<file path="src/rtl/vga_timing_prog.sv">
// Programmable VGA/DVI raster timing generator with frame-synchronous reconfiguration.
// Optional frame counter port pair is built only when VGA_FRAME_COUNT_EN is defined.
module vga_timing_prog #(
    parameter int HW        = 11,
    parameter int VW        = 10,
    parameter int LOOKAHEAD = 4,
    parameter int DEF_HACT  = 640,
    parameter int DEF_HFP   = 16,
    parameter int DEF_HSYNC = 96,
    parameter int DEF_HBP   = 48,
    parameter int DEF_VACT  = 480,
    parameter int DEF_VFP   = 10,
    parameter int DEF_VSYNC = 2,
    parameter int DEF_VBP   = 33,
    parameter int DEF_HPOL  = 0,
    parameter int DEF_VPOL  = 0
) (
    input  logic            clk,
    input  logic            reset_n,
    input  logic            pix_en,
    input  logic            cfg_valid,
    output logic            cfg_ready,
    input  logic [4*HW-1:0] cfg_h,
    input  logic [4*VW-1:0] cfg_v,
    input  logic [1:0]      cfg_pol,
    output logic            cfg_pending,
    output logic            hsync,
    output logic            vsync,
    output logic            blank,
    output logic            de,
    output logic [HW-1:0]   x_pos,
    output logic [VW-1:0]   y_pos,
    output logic            line_pulse,
    output logic            frame_pulse,
    output logic            fetch_pulse
`ifdef VGA_FRAME_COUNT_EN
    ,
    input  logic            frame_cnt_clr,
    output logic [15:0]     frame_cnt
`endif
);

    localparam logic [HW-1:0] H1 = HW'(1);
    localparam logic [VW-1:0] V1 = VW'(1);
    localparam logic [HW-1:0] LA = HW'(LOOKAHEAD);

    localparam logic [4*HW-1:0] DEF_H = {
        HW'(DEF_HACT), HW'(DEF_HFP), HW'(DEF_HSYNC), HW'(DEF_HBP)
    };
    localparam logic [4*VW-1:0] DEF_V = {
        VW'(DEF_VACT), VW'(DEF_VFP), VW'(DEF_VSYNC), VW'(DEF_VBP)
    };
    localparam logic [1:0] DEF_POL = {1'(DEF_HPOL), 1'(DEF_VPOL)};

    function automatic logic [HW-1:0] hsum(input logic [4*HW-1:0] h);
        return h[4*HW-1-:HW] + h[3*HW-1-:HW] + h[2*HW-1-:HW] + h[HW-1:0];
    endfunction

    function automatic logic [VW-1:0] vsum(input logic [4*VW-1:0] v);
        return v[4*VW-1-:VW] + v[3*VW-1-:VW] + v[2*VW-1-:VW] + v[VW-1:0];
    endfunction

    // applied and pending configuration
    logic [4*HW-1:0] ah_q, ah_d, ph_q, ph_d;
    logic [4*VW-1:0] av_q, av_d, pv_q, pv_d;
    logic [1:0]      apol_q, apol_d, ppol_q, ppol_d;
    logic            pend_q, pend_d;

    // raster counters
    logic [HW-1:0] x_q, x_d, htot_c;
    logic [VW-1:0] y_q, y_d, vtot_c;
    logic          x_last, y_last, hwrap, fwrap;

    // registered outputs
    logic hs_q, hs_d, vs_q, vs_d, blank_q, blank_d;
    logic lp_q, lp_d, fp_q, fp_d, fetch_q, fetch_d;

    // decode helpers on the next raster position
    logic [HW-1:0] hact_n, hsa_n, hse_n, htot_n;
    logic [VW-1:0] vact_n, vsa_n, vse_n, vtot_n, y_nx;

    // counter advance and frame-boundary config handoff
    always_comb begin
        htot_c = hsum(ah_q);
        vtot_c = vsum(av_q);
        // >= keeps the raster wrapping even for degenerate totals
        x_last = (x_q >= htot_c - H1);
        y_last = (y_q >= vtot_c - V1);
        hwrap  = pix_en & x_last;
        fwrap  = hwrap & y_last;
        x_d    = x_q;
        y_d    = y_q;
        if (pix_en) begin
            x_d = x_last ? '0 : x_q + H1;
        end
        if (hwrap) begin
            y_d = y_last ? '0 : y_q + V1;
        end
        ah_d   = ah_q;
        av_d   = av_q;
        apol_d = apol_q;
        ph_d   = ph_q;
        pv_d   = pv_q;
        ppol_d = ppol_q;
        pend_d = pend_q;
        if (fwrap && pend_q) begin
            ah_d   = ph_q;
            av_d   = pv_q;
            apol_d = ppol_q;
            pend_d = 1'b0;
        end else if (cfg_valid && !pend_q) begin
            ph_d   = cfg_h;
            pv_d   = cfg_v;
            ppol_d = cfg_pol;
            pend_d = 1'b1;
        end
    end

    // region decode for the position and timing the raster moves to
    always_comb begin
        hact_n  = ah_d[4*HW-1-:HW];
        hsa_n   = hact_n + ah_d[3*HW-1-:HW];
        hse_n   = hsa_n + ah_d[2*HW-1-:HW];
        htot_n  = hse_n + ah_d[HW-1:0];
        vact_n  = av_d[4*VW-1-:VW];
        vsa_n   = vact_n + av_d[3*VW-1-:VW];
        vse_n   = vsa_n + av_d[2*VW-1-:VW];
        vtot_n  = vse_n + av_d[VW-1:0];
        y_nx    = (y_d >= vtot_n - V1) ? '0 : y_d + V1;
        hs_d    = (x_d >= hsa_n && x_d < hse_n) ? apol_d[1] : ~apol_d[1];
        vs_d    = (y_d >= vsa_n && y_d < vse_n) ? apol_d[0] : ~apol_d[0];
        blank_d = ~((x_d < hact_n) && (y_d < vact_n));
        lp_d    = (x_d == '0);
        fp_d    = lp_d && (y_d == '0);
        fetch_d = (x_d == htot_n - LA) && (y_nx < vact_n);
    end

    // state and output registers
    always_ff @(posedge clk or negedge reset_n) begin
        if (!reset_n) begin
            ah_q    <= DEF_H;
            av_q    <= DEF_V;
            apol_q  <= DEF_POL;
            ph_q    <= '0;
            pv_q    <= '0;
            ppol_q  <= '0;
            pend_q  <= 1'b0;
            x_q     <= '0;
            y_q     <= '0;
            hs_q    <= ~DEF_POL[1];
            vs_q    <= ~DEF_POL[0];
            blank_q <= 1'b0;
            lp_q    <= 1'b1;
            fp_q    <= 1'b1;
            fetch_q <= 1'b0;
        end else begin
            ah_q    <= ah_d;
            av_q    <= av_d;
            apol_q  <= apol_d;
            ph_q    <= ph_d;
            pv_q    <= pv_d;
            ppol_q  <= ppol_d;
            pend_q  <= pend_d;
            x_q     <= x_d;
            y_q     <= y_d;
            hs_q    <= hs_d;
            vs_q    <= vs_d;
            blank_q <= blank_d;
            lp_q    <= lp_d;
            fp_q    <= fp_d;
            fetch_q <= fetch_d;
        end
    end

    assign cfg_ready   = ~pend_q;
    assign cfg_pending = pend_q;
    assign hsync       = hs_q;
    assign vsync       = vs_q;
    assign blank       = blank_q;
    assign de          = ~blank_q;
    assign x_pos       = x_q;
    assign y_pos       = y_q;
    assign line_pulse  = lp_q;
    assign frame_pulse = fp_q;
    assign fetch_pulse = fetch_q;

`ifdef VGA_FRAME_COUNT_EN
    logic [15:0] fcnt_q, fcnt_d;

    // clear wins over the frame-wrap increment
    always_comb begin
        fcnt_d = fcnt_q;
        if (frame_cnt_clr) begin
            fcnt_d = '0;
        end else if (fwrap) begin
            fcnt_d = fcnt_q + 16'd1;
        end
    end

    // frame counter register
    always_ff @(posedge clk or negedge reset_n) begin
        if (!reset_n) begin
            fcnt_q <= '0;
        end else begin
            fcnt_q <= fcnt_d;
        end
    end

    assign frame_cnt = fcnt_q;
`endif

endmodule

</file>
<file path="config.mk">
export PLATFORM = sky130hd
export DESIGN_NAME = vga_timing_prog
export DESIGN_NICKNAME = d
export VERILOG_FILES = /design/src/rtl/vga_timing_prog.sv
export SDC_FILE = /design/constraint.sdc
export NUM_CORES = 1
export LEC_CHECK = 0
export ABC_AREA = 1
export BUFFER_PORTS_ARGS = -buffer_cell sky130_fd_sc_hd__clkbuf_2
export CAP_MARGIN = 0
export CORE_MARGIN = 4
export CORE_UTILIZATION = 50
export DETAILED_ROUTE_END_ITERATION = 10
export GPL_TIMING_DRIVEN = 0
export PLACE_DENSITY = 0.73
export SLEW_MARGIN = 20
export SYNTH_ARGS = -nofsm -noshare
export SYNTH_HDL_FRONTEND = slang
export SYNTH_SLANG_ARGS = --single-unit
</file>
<file path="constraint.sdc">
create_clock -name clk -period 20.2 [get_ports clk]
set_input_delay 6.06 -clock clk [delete_from_list [all_inputs] [get_ports clk]]
set_output_delay 6.06 -clock clk [all_outputs]
set_load 0.05 [all_outputs]
</file>
==> impl_metrics.ini <==
[power_and_ir_drop]
clockPowerShare = 0.389
intPower_mw = 0.625
irDropWorstVdd_mv = 0.0475
pwr_density_cell_nw_per_um2 = 54.1
combPwrFrac = 0.162
pwr-share-seq = 0.449
leakage_nw = 9.80
switching_power_mw = 0.305
swShare = 0.328

[yosys]
synth_flop_cell = dfrtp_1
mappedNetlistArea_um2 = 15400
avgSynthCellArea_um2 = 8.72
yosysMostFrequentCell = inv_1
ys_top_cells_by_area = dfrtp_1 29%, ha_1 17%, inv_1 8.1%
synth_nets = 2112
netlist-cell-type-count = 57
synth_top_area_frac = 0.292
netlist_instances = 1770
synthArstFlopShare = 1.00
synth-seq-cells = 200
ys_seq_area_frac = 0.326
yosys_warnings = 0
synth_edf_count = 0
yosys.area.top_type = dfrtp_1
synth_commonest_cells = 332 x inv_1, 317 x nand2_1, 210 x ha_1

[routing]
wirelength_um = 41600
via_per_inst = 5.31
dr.pass1.iters = 5
vias = 12300
drtIter0Drc = 1043
drc = 0
antenna_left = 0
routedWlPerCell_um = 17.9

[sta]
slew_viol_final = 0
finalHoldViolations = 0
period_minus_slack_ps = 15140
maxSlewHeadroom = 0.294
setup_viol = 0
clock.fmax_ghz = 0.0660
finalClockSkew_ps = 20.4
timing.final.crit_share = 0.750
tightest_slew_ps = 1060
rsz0062_at_grt = false
layout_setup_ws_ps = 5060
fin_tns_setup_ps = 0

[cts]
cts.sink_count = 200
postCtsSetupBuffers = 0
cts_made_buffers = 17
clock_path_buffers = 2
clkLatencyLatePin_ps = 470
path_clk_slew_ps = 100
postCtsHoldBufs = 0
htree_levels = 4
cts_resized = 0
cts-root-buf = clkbuf_16
cts_tree = built

[die]
die_w_um = 184
core-area_um2 = 30500
start_util = 0.506
die_area_um2 = 33700
top_level_ports = 120
chipHeight_um = 184
rows = 64

[worst_setup_path]
critPathCaptureType = flop
cp.required_ps = 20590
rrSetupSlack_ps = 6370
slowest_stage = clkbuf_1
slowest_delay_ps = 630
cp_max_fo = 10
path_class = input pin to flop
worstPathArrival_ps = 15540
worstSetupStartpointType = input pin

[layout]
final_layout_size_suffix_gt1_frac = 0.183
diodes = 0
fillers = 2689
finalNetCount = 2252
syn_to_final_growth_pct = 11.5

[place]
dp.final_hpwl_um = 33700
dpl_worst_slack_ps = 4750
io_buffers = 119
place.gp.congestion = 0.919

[status]
outcome = finished clean

[global_route]
grt_usage = 0.252
antenna_found_initial = 0
grt_pass1_vias = 12400
grt_first_pass_wirelength_um = 66100
grt_max_degree = 88
grt-ovfl-total = 0

[worst_hold_path]
worst_hold_path_type = flop to flop

[flow_run]
drv_cap = 0
## area by class of cell
cell class,instances,area [um2],share of cell area
inverters,341,1280,0.0747
multi-input cells,1201,8990,0.522
clock inverters,15,196,0.0114
plain buffers,28,124,0.00720
flip-flops and latches,200,5030,0.292
well taps,396,495,0.0288
repair buffers,121,659,0.0383
clock buffers,17,425,0.0247
## path summary, 6_finish.rpt
path                                to  cells after the start      start
min                          apol_q[1]                      2  apol_q[1]
max in group asynchronous     ah_q[26]                      3    reset_n
max reg2reg                fetch_pulse                     69   av_q[11]
min reg2reg                  apol_q[1]                      2  apol_q[1]
min in group asynchronous     y_pos[3]                      1    reset_n
max                        fetch_pulse                     51     pix_en
## registers in the layout, indices dropped and copies added (netlist names), 2 cells and up
| register | flops |
|---|---|
| ppol_q | 2 |
| ah_q | 44 |
| ph_q | 44 |
| y_pos | 10 |
| pv_q | 40 |
| x_pos | 11 |
| av_q | 40 |
| apol_q | 2 |
## layout by cell type (no fill, tap or decap), drive strengths merged, types with 2 or more instances in the layout
cell / synthesis / final
a211oi: 4 / 4
o2111ai: 2 / 2
nor2: 66 / 66
dfstp: 20 / 20
clkbuf: 13 / 149
nand4: 20 / 20
o211ai: 3 / 3
nand3b: 6 / 6
o21ai: 91 / 91
nor3: 17 / 17
clkinv: 1 / 9
o21bai: 12 / 12
nor4: 9 / 9
buf: 15 / 17
mux2: 84 / 84
and2: 2 / 2
o31ai: 3 / 3
dfrtp: 180 / 180
fa: 42 / 42
nand2: 320 / 320
a21o: 7 / 7
inv: 340 / 346
ha: 210 / 210
xnor2: 30 / 30
a21oi: 96 / 96
o22ai: 2 / 2
xor2: 55 / 55
or2: 42 / 42
nand3: 71 / 71
## logic make-up (layout without fill, tap and decap cells)
group | after synthesis | after routing | share of synthesized area
adders and majority gates | 252 | 252 | 0.225
AOI/OAI and AO/OA | 227 | 227 | 0.0829
DFF | 200 | 200 | 0.326
xor gates and xnor gates | 85 | 85 | 0.0487
muxes | 84 | 84 | 0.0613
and+or+nand+nor | 553 | 553 | 0.165
buffers and inverters | 369 | 522 | 0.0913
## critical path: cells and delay by family
family	cells	cell delay (ps)
buf+inv	10	2340
simple gates	20	2640
compound gates	11	1820
fa+ha+maj	6	1810
xor+xnor	4	830
## power groups by stage
stage | Sequential (mW) | Combinational, mW | Clock (mW)
6_report | 0.418 | 0.151 | 0.362
5_1_grt | 0.419 | 0.173 | 0.381
4_1_cts | 0.418 | 0.151 | 0.364
3_5_place_dp | 0.426 | 0.150 | 0
3_3_place_gp | 0.425 | 0.144 | 0
2_1_floorplan | 0.447 | 0.0751 | 0
## layer usage
layer,vias to the layer above,part of all wire,global-route usage
li1,5999,-,-
met4,0,0.021,0.0641
met2,399,0.42,0.374
met1,5872,0.48,0.380
met3,55,0.077,0.0491
met5,-,0,0
## per-stage QoR
stage                     hold WS (ps)  cells  area, um2   util  total power, mW
after floorplan                    460   1770      15400      -            0.523
after global placement             478   2285      16500  0.541            0.569
after detailed placement           486   2287      16600  0.544            0.576
after CTS                          504   2319      17200  0.564            0.933
after global routing               522   2319      17200  0.564            0.972
final                              502   2319      17200  0.564            0.930
(Power assumes the default switching activity.)
